### src/rtl/cntr_pkg.sv
// Shared definitions for the counter family: default width and underflow mode.
package cntr_pkg;

  localparam int CNTR_DEFAULT_WIDTH = 3;

  // Behaviour of a counter when an enabled edge finds it at zero.
  typedef enum logic {
    MODE_WRAP   = 1'b0,  // wrap to all-ones
    MODE_RELOAD = 1'b1   // reload from the stored load value
  } underflow_mode_e;

endpackage

### src/rtl/sync_down_cntr.sv
// Synchronous loadable down counter with registered terminal-count pulse
// and optional auto-reload, usable as a divide-by-(N+1) pulse generator.
// All state shares one clock edge, so the count bits never skew.
module sync_down_cntr
  import cntr_pkg::*;
#(
  parameter int WIDTH = CNTR_DEFAULT_WIDTH
) (
  input  logic             clk,
  input  logic             reset,
  input  logic             en,
  input  logic             load,
  input  logic [WIDTH-1:0] load_val,
  input  logic             auto_reload,
  output logic [WIDTH-1:0] fQ,
  output logic             zero,
  output logic             tc
);

  logic [WIDTH-1:0] count_r;
  logic [WIDTH-1:0] reload_r;
  logic             tc_r;

  logic [WIDTH-1:0] count_s;
  logic [WIDTH-1:0] reload_s;
  logic             tc_s;
  logic             at_zero_s;
  underflow_mode_e  mode_s;

  assign at_zero_s = (count_r == {WIDTH{1'b0}});
  assign mode_s    = underflow_mode_e'(auto_reload);

  // Next-state priority mux: load over count-enable over hold; reset is applied in the register.
  always_comb begin
    count_s  = count_r;
    reload_s = reload_r;
    tc_s     = 1'b0;
    if (load) begin
      count_s  = load_val;
      reload_s = load_val;
    end else if (en) begin
      if (at_zero_s) begin
        // Underflow: the mode is looked at only here.
        tc_s = 1'b1;
        case (mode_s)
          MODE_RELOAD: count_s = reload_r;
          MODE_WRAP:   count_s = {WIDTH{1'b1}};
          default:     count_s = {WIDTH{1'b1}};
        endcase
      end else begin
        count_s = count_r - WIDTH'(1'b1);
      end
    end else begin
      count_s = count_r;
    end
  end

  // State registers with synchronous active-high reset taking top priority.
  always_ff @(posedge clk) begin
    if (reset) begin
      count_r  <= {WIDTH{1'b0}};
      reload_r <= {WIDTH{1'b0}};
      tc_r     <= 1'b0;
    end else begin
      count_r  <= count_s;
      reload_r <= reload_s;
      tc_r     <= tc_s;
    end
  end

  assign fQ   = count_r;
  assign tc   = tc_r;
  // Decoded straight from the count register, so no input reaches it combinationally.
  assign zero = at_zero_s;

endmodule

### config.mk
export PLATFORM = sky130hd
export DESIGN_NAME = sync_down_cntr
export DESIGN_NICKNAME = d
export VERILOG_FILES = /design/src/rtl/cntr_pkg.sv /design/src/rtl/sync_down_cntr.sv
export SDC_FILE = /design/constraint.sdc
export NUM_CORES = 1
export LEC_CHECK = 0
export CAP_MARGIN = 40
export CORE_AREA = 2 2 39 41
export DETAILED_ROUTE_END_ITERATION = 12
export DIE_AREA = 0 0 41 43
export SYNTH_ARGS = -nofsm -noshare
export SYNTH_HDL_FRONTEND = slang
export SYNTH_SLANG_ARGS = --single-unit
### constraint.sdc
create_clock -name clk -period 3.7 [get_ports clk]
set_clock_uncertainty 0.15 [all_clocks]
set_input_delay 0.37 -clock clk [delete_from_list [all_inputs] [get_ports clk]]
set_output_delay 0.37 -clock clk [all_outputs]
set_load 0.03 [all_outputs]
==> flow_metrics.py, run 1 <==
metrics = {
    "floorplan": {
        "floorplan.initialDensity": 0.2712,
        "floorplan.die_area_um2": 1763,
        "rows": 14,
        "ios": 13,
        "coreArea_um2": 1384,
        "dieHeight_um": 43,
        "dieWidth_um": 41,
    },
    "detailed_routing": {
        "wirelength_um": 812,
        "vias": 347,
        "drc_violation_count_after_routing": 0,
        "dr.pass1.iters": 2,
        "final_antenna_net_count": 0,
        "routed_via_density": 4.819,
        "routedWlPerCell_um": 11.28,
        "drt_first_iter_violations": 1,
    },
    "pwr": {
        "clock_power_share": 0.340,
        "power.share.switching": 0.2996,
        "pwr_density_cell_nw_per_um2": 407.8,
        "power.net_switching_uw": 64.34,
        "report.power.total_uw": 214.8,
        "combinationalPowerShare": 0.266,
        "internal_power_uw": 150.4,
        "ir_drop_v": 0.0001301,
        "power.static_leakage_nw": 0.2121,
        "p_seq_frac": 0.394,
    },
    "cts": {
        "number_of_resized_instances_in_the_post_cts_repair_step": 0,
        "cts_num_sinks": 7,
        "clock_latency_ps": 250,
        "tritoncts": "done",
        "cts.hold.buffers_added": 0,
        "cts_htree_levels": 1,
        "cts-root-to-sink-buffers": 2,
        "cts-buffers-inserted": 3,
        "cts_setup_buffers": 0,
        "path_clk_slew_ps": 60,
        "root_buffer": "sky130_fd_sc_hd__clkbuf_4",
    },
    "sta": {
        "worst-slew-pin-transition_ps": 407.2,
        "final_period_minus_worst_setup_slack_ps": 2281,
        "finalSetupTns_ps": 0,
        "rsz_0062_raised_after_global_routing": "no",
        "setup_viol": 0,
        "final_hold_viol_count": 0,
        "clock.fmax_ghz": 0.4383,
        "layout_worst_path_cycle_share": 0.6166,
        "fin_worst_hold_slack_ps": 321.6,
        "drv_slew": 0,
        "timing.final.ws_setup_ps": 1419,
        "max_slew_margin": 0.7279,
    },
    "critical_path": {
        "regToRegSetupSlack_ps": 2270,
        "timing_worst_setup_path_type": "register to output pin",
        "worstPathMaxFanout": 4,
        "cp_num_buf_inv": 2,
        "cpLargestDelayFamily": "buffers and inverters",
        "cp-startpoint": "fQ[0]",
        "cp_slowest_stage_delay_ps": 700,
        "worstRegToRegCells": 5,
        "timing.rr.start": "fQ[0]",
        "worstSetupPathDepth": 4,
        "reg2reg_to": "fQ[1]",
        "critical_path.slowest_cell": "sky130_fd_sc_hd__clkdlybuf4s50_1",
        "critPathRequiredTime_ps": 3180,
        "worst_setup_path_start_kind": "register",
        "crit_chain": "inv_1 > ha_1 > and2b_1 > clkdlybuf4s50_1",
        "worst_setup_path_end_kind": "output pin",
        "cp_data_arrival_time_ps": 1760,
        "timing.critical_path.to": "zero",
    },
    "grt": {
        "grt_pass1_wl_um": 1242,
        "pin_count_of_the_biggest_net_entering_global_routing": 13,
        "track_usage": 0.1094,
        "number_of_antenna_violations_at_the_first_check_in_global_routing": 0,
        "grt_pass1_vias": 287,
        "grt_overflow_total": 0,
    },
    "finish": {
        "final_design_area_no_fill_um2": 526.8,
        "final_cell_mix": "sky130_fd_sc_hd__clkdlybuf4s50_1, sky130_fd_sc_hd__dfxtp_1, sky130_fd_sc_hd__nand2_1",
        "fin_cells": 72,
        "layout_commonest_cell": "sky130_fd_sc_hd__clkdlybuf4s50_1",
        "layout-drive-gt1-share": 0.05357,
        "fin_util": 0.3807,
        "final_net_count": 67,
        "fillerInstances": 159,
        "antennaDiodeCount": 0,
        "area.growth.synth_to_final_pct": 40.33,
    },
    "flow_run": {
        "cap_viol_max_count": 0,
    },
    "logic_synthesis": {
        "syn_avg_cell_area_um2": 8.937,
        "syn_std_cell_area_um2": 375.4,
        "synth_cells": 42,
        "synth.distinct_cells": 21,
        "yosysSeqAreaShare": 0.3733,
        "flip_flop_and_latch_count_after_synthesis": 7,
        "synth.yosys.warnings": 0,
        "synth_nets": 52,
    },
    "worst_hold_path": {
        "min_path_type": "register to register",
    },
    "run_status": {
        "outcome": "finished, final reports clean",
    },
    "place": {
        "post-place-ws_ps": 1686,
        "place.gp.congestion": 0.6356,
        "dpl_cell_area_um2": 500.5,
        "buffer_ports.inserted": 12,
        "dp.cells": 68,
    },
}
==> power groups by stage <==
stage               logic (mW)  registers [mW]  clock network, mW
floorplan               0.0288          0.0927                  0
global placement        0.0573          0.0861                  0
detailed placement      0.0573          0.0863                  0
CTS                     0.0577          0.0847             0.0761
global route            0.0617          0.0852             0.0831
finish                  0.0572          0.0847             0.0730
==> worst min-delay path, cell delays in order, from the launching register on <==
cell                       delay [ps]
sky130_fd_sc_hd__dfxtp_1          310
sky130_fd_sc_hd__nand2b_1          60
sky130_fd_sc_hd__a21oi_1           60
==> cell type report <==
type	instances	area, µm²	share of cell area
Multi-Input combinational cell	31	212.7	0.4038
Sequential cell	7	140.1	0.2660
Timing Repair Buffer	12	120.1	0.2280
Clock buffer	4	26.28	0.04988
Tap cell	16	20.02	0.03800
Inverter	2	7.507	0.01425
==> flip-flops by register name, indices dropped and copies added (netlist names) <==
signal	flops
tc	1
reload_r	3
fQ	3
==> kinds of logic after synthesis <==
family | count (synthesis) | synth area share
adder cells (fa/ha/maj) | 2 | 0.06666
AND/OR/NAND/NOR | 18 | 0.2966
multiplexers | 2 | 0.05334
buffers and inverters | 4 | 0.06000
AO/OA/AOI/OAI | 9 | 0.1500
flip-flops | 7 | 0.3733
==> synth_stat cells <==
cell | n | area [µm²]
sky130_fd_sc_hd__and2_1 | 1 | 6.260
sky130_fd_sc_hd__nor2b_1 | 2 | 12.51
sky130_fd_sc_hd__nand2b_1 | 3 | 18.77
sky130_fd_sc_hd__nand3b_1 | 2 | 15.01
sky130_fd_sc_hd__nor2_1 | 1 | 3.750
sky130_fd_sc_hd__nor3_1 | 1 | 5.000
sky130_fd_sc_hd__clkbuf_1 | 1 | 3.750
sky130_fd_sc_hd__ha_1 | 2 | 25.02
sky130_fd_sc_hd__and2b_1 | 1 | 7.510
sky130_fd_sc_hd__o211ai_1 | 1 | 7.510
sky130_fd_sc_hd__nand2_1 | 4 | 15.01
sky130_fd_sc_hd__a21o_1 | 2 | 15.01
sky130_fd_sc_hd__mux2i_1 | 2 | 20.02
sky130_fd_sc_hd__inv_1 | 2 | 7.510
sky130_fd_sc_hd__buf_6 | 1 | 11.26
sky130_fd_sc_hd__nor3b_1 | 1 | 7.510
sky130_fd_sc_hd__dfxtp_1 | 7 | 140.1
sky130_fd_sc_hd__a21oi_1 | 3 | 15.01
sky130_fd_sc_hd__a311oi_1 | 1 | 8.760
sky130_fd_sc_hd__or4b_1 | 2 | 20.02
sky130_fd_sc_hd__o21ai_0 | 2 | 10.01
==> metal layers <==
layer	vias up	share of wire	global-route usage
met1	159	0.50	0.1383
li1	176	-	-
met2	12	0.42	0.1281
met5	-	0	0
met4	0	0	0.08000
met3	0	0.079	0.06806
==> worst min-delay path by stage <==
stage	startpoint	to	slack [ps]	cells past startpoint
2_1_floorplan	reload_r[2]	reload_r[2]	290	2
3_3_place_gp	reload_r[1]	reload_r[1]	310	2
3_5_place_dp	reload_r[2]	reload_r[2]	310	2
4_1_cts	reload_r[2]	reload_r[2]	320	2
5_1_grt	reload_r[0]	reload_r[0]	350	2
6_report	reload_r[2]	reload_r[2]	320	2
Power figures use the tool's default switching activity.
==> inputs of run 2 (changes only) <==
==> constraint.sdc (replaced) <==
create_clock -name clk -period 2 [get_ports clk]
set_clock_uncertainty 0.15 [all_clocks]
set_input_delay 0.2 -clock clk [delete_from_list [all_inputs] [get_ports clk]]
set_output_delay 0.2 -clock clk [all_outputs]
set_load 0.03 [all_outputs]
==> flow_metrics.py, run 2 (synthesis results as in run 1) <==
metrics = {
    "critical_path": {
        "reg2reg_to": "fQ[1]",
        "crit_chain": "inv_1 > ha_1 > and2b_1 > dlygate4sd2_1",
        "critical_path.slowest_cell": "sky130_fd_sc_hd__dlygate4sd2_1",
        "cp_data_arrival_time_ps": 1480,
        "critPathRequiredTime_ps": 1650,
        "cp_slowest_stage_delay_ps": 370,
        "timing_worst_setup_path_type": "register to output pin",
        "worst_setup_path_start_kind": "register",
        "regToRegSetupSlack_ps": 580,
        "timing.rr.start": "fQ[0]",
        "worstRegToRegCells": 5,
        "cp-startpoint": "fQ[0]",
        "worstPathMaxFanout": 4,
        "worst_setup_path_end_kind": "output pin",
    },
    "pwr": {
        "report.power.total_uw": 391.3,
        "p_seq_frac": 0.401,
        "power.share.switching": 0.2919,
        "power.static_leakage_nw": 0.2183,
        "power.net_switching_uw": 114.2,
        "combinationalPowerShare": 0.265,
        "ir_drop_v": 0.0003309,
        "clock_power_share": 0.334,
        "internal_power_uw": 277.1,
        "pwr_density_cell_nw_per_um2": 734.1,
    },
    "grt": {
        "grt_pass1_wl_um": 1200,
        "pin_count_of_the_biggest_net_entering_global_routing": 10,
        "track_usage": 0.1023,
        "number_of_antenna_violations_at_the_first_check_in_global_routing": 0,
        "grt_pass1_vias": 294,
        "grt_overflow_total": 0,
    },
    "cts": {
        "root_buffer": "sky130_fd_sc_hd__clkbuf_4",
        "tritoncts": "done",
        "cts-buffers-inserted": 3,
        "cts_htree_levels": 1,
        "cts_num_sinks": 7,
        "path_clk_slew_ps": 60,
        "cts-root-to-sink-buffers": 2,
        "clock_latency_ps": 250,
        "cts_setup_buffers": 0,
    },
    "finish": {
        "fin_util": 0.3852,
        "area.growth.synth_to_final_pct": 42.00,
        "final_net_count": 68,
        "final_cell_mix": "sky130_fd_sc_hd__clkdlybuf4s50_1, sky130_fd_sc_hd__dfxtp_1, sky130_fd_sc_hd__nand2_1",
        "layout-drive-gt1-share": 0.07018,
        "fillerInstances": 154,
        "antennaDiodeCount": 0,
        "layout_commonest_cell": "sky130_fd_sc_hd__clkdlybuf4s50_1",
    },
    "floorplan": {
        "dieHeight_um": 43,
        "floorplan.die_area_um2": 1763,
        "ios": 13,
        "floorplan.initialDensity": 0.2712,
        "coreArea_um2": 1384,
        "rows": 14,
        "dieWidth_um": 41,
    },
    "detailed_routing": {
        "drt_first_iter_violations": 6,
        "dr.pass1.iters": 2,
        "routedWlPerCell_um": 10.42,
        "wirelength_um": 761,
        "routed_via_density": 4.644,
        "vias": 339,
        "drc_violation_count_after_routing": 0,
        "final_antenna_net_count": 0,
    },
    "sta": {
        "rsz_0062_raised_after_global_routing": "no",
        "layout_worst_path_cycle_share": 0.9126,
        "timing.final.ws_setup_ps": 174.8,
        "setup_viol": 0,
        "final_hold_viol_count": 0,
        "final_period_minus_worst_setup_slack_ps": 1825,
        "finalSetupTns_ps": 0,
        "clock.fmax_ghz": 0.5479,
        "max_slew_margin": 0.7725,
        "worst-slew-pin-transition_ps": 340.5,
        "drv_slew": 0,
    },
    "worst_hold_path": {
        "min_path_type": "register to register",
        "timing.hold.worst_endpoint": "reload_r[2]",
        "min_from": "reload_r[2]",
        "holdPathStages": 2,
    },
    "place": {
        "dpl.hpwl_um": 605.8,
        "buffer_ports.inserted": 12,
        "post-place-ws_ps": 176.4,
        "place.gp.congestion": 0.6751,
    },
    "run_status": {
        "outcome": "finished, final reports clean",
    },
    "flow_run": {
        "cap_viol_max_count": 0,
    },
}
run 2: critical path: cells and delay by family, from the launching register on:
family                   cells  cell delay, ps
flip-flops                   1             360
adder cells (fa/ha/maj)      1             220
AND/OR/NAND/NOR              1             210
buffers and inverters        2             450
run 2: power groups by stage:
stage	sequential (mW)	clock (mW)	combinational (mW)
6_report	0.157	0.131	0.104
5_1_grt	0.158	0.142	0.114
4_1_cts	0.157	0.134	0.105
3_5_place_dp	0.160	0	0.107
3_3_place_gp	0.159	0	0.108
2_1_floorplan	0.172	0	0.0532
run 2: how the worst max path moves through the flow:
stage | end | slack (ps) | cells past startpoint
after detailed placement | zero | 180 | 4
after global placement | zero | 190 | 4
after CTS | zero | 170 | 4
after global routing | zero | 80 | 4
final | zero | 170 | 4
after floorplan | fQ[1] | 270 | 5
run 2: timing repair:
action / in CTS / in global routing
setup endpoints to repair: 1 / 0
endpoints found under the hold margin: 0 / 0
resized for setup: 1 / 0
hold buffers: 0 / 0
run 2: per-stage QoR:
| step | instance area [µm²] | hold WS, ps | instances |
|---|---|---|---|
| global route | 533.0 | 341.7 | 73 |
| finish | 533.0 | 324.9 | 73 |
| detailed placement | 508.0 | 315.7 | 69 |
| CTS | 533.0 | 325.6 | 73 |
| floorplan | 375.4 | 199.5 | 42 |
| global placement | 508.0 | 313.7 | 69 |
run 2: routing by layer:
layer,track usage,share of wire,vias to the layer above
li1,-,-,179
met3,0.03141,0.071,2
met4,0.06000,0.014,0
met2,0.1313,0.40,12
met5,0,0,-
met1,0.1442,0.51,146
run 2: cell type report:
| cell class | count | area (µm²) | area share |
|---|---|---|---|
| clock buffer | 4 | 26.28 | 0.04930 |
| inverter | 2 | 7.507 | 0.01408 |
| multi-input combinational | 31 | 212.7 | 0.3991 |
| sequential | 7 | 140.1 | 0.2629 |
| tap | 16 | 20.02 | 0.03756 |
| timing repair buffer | 13 | 126.4 | 0.2371 |
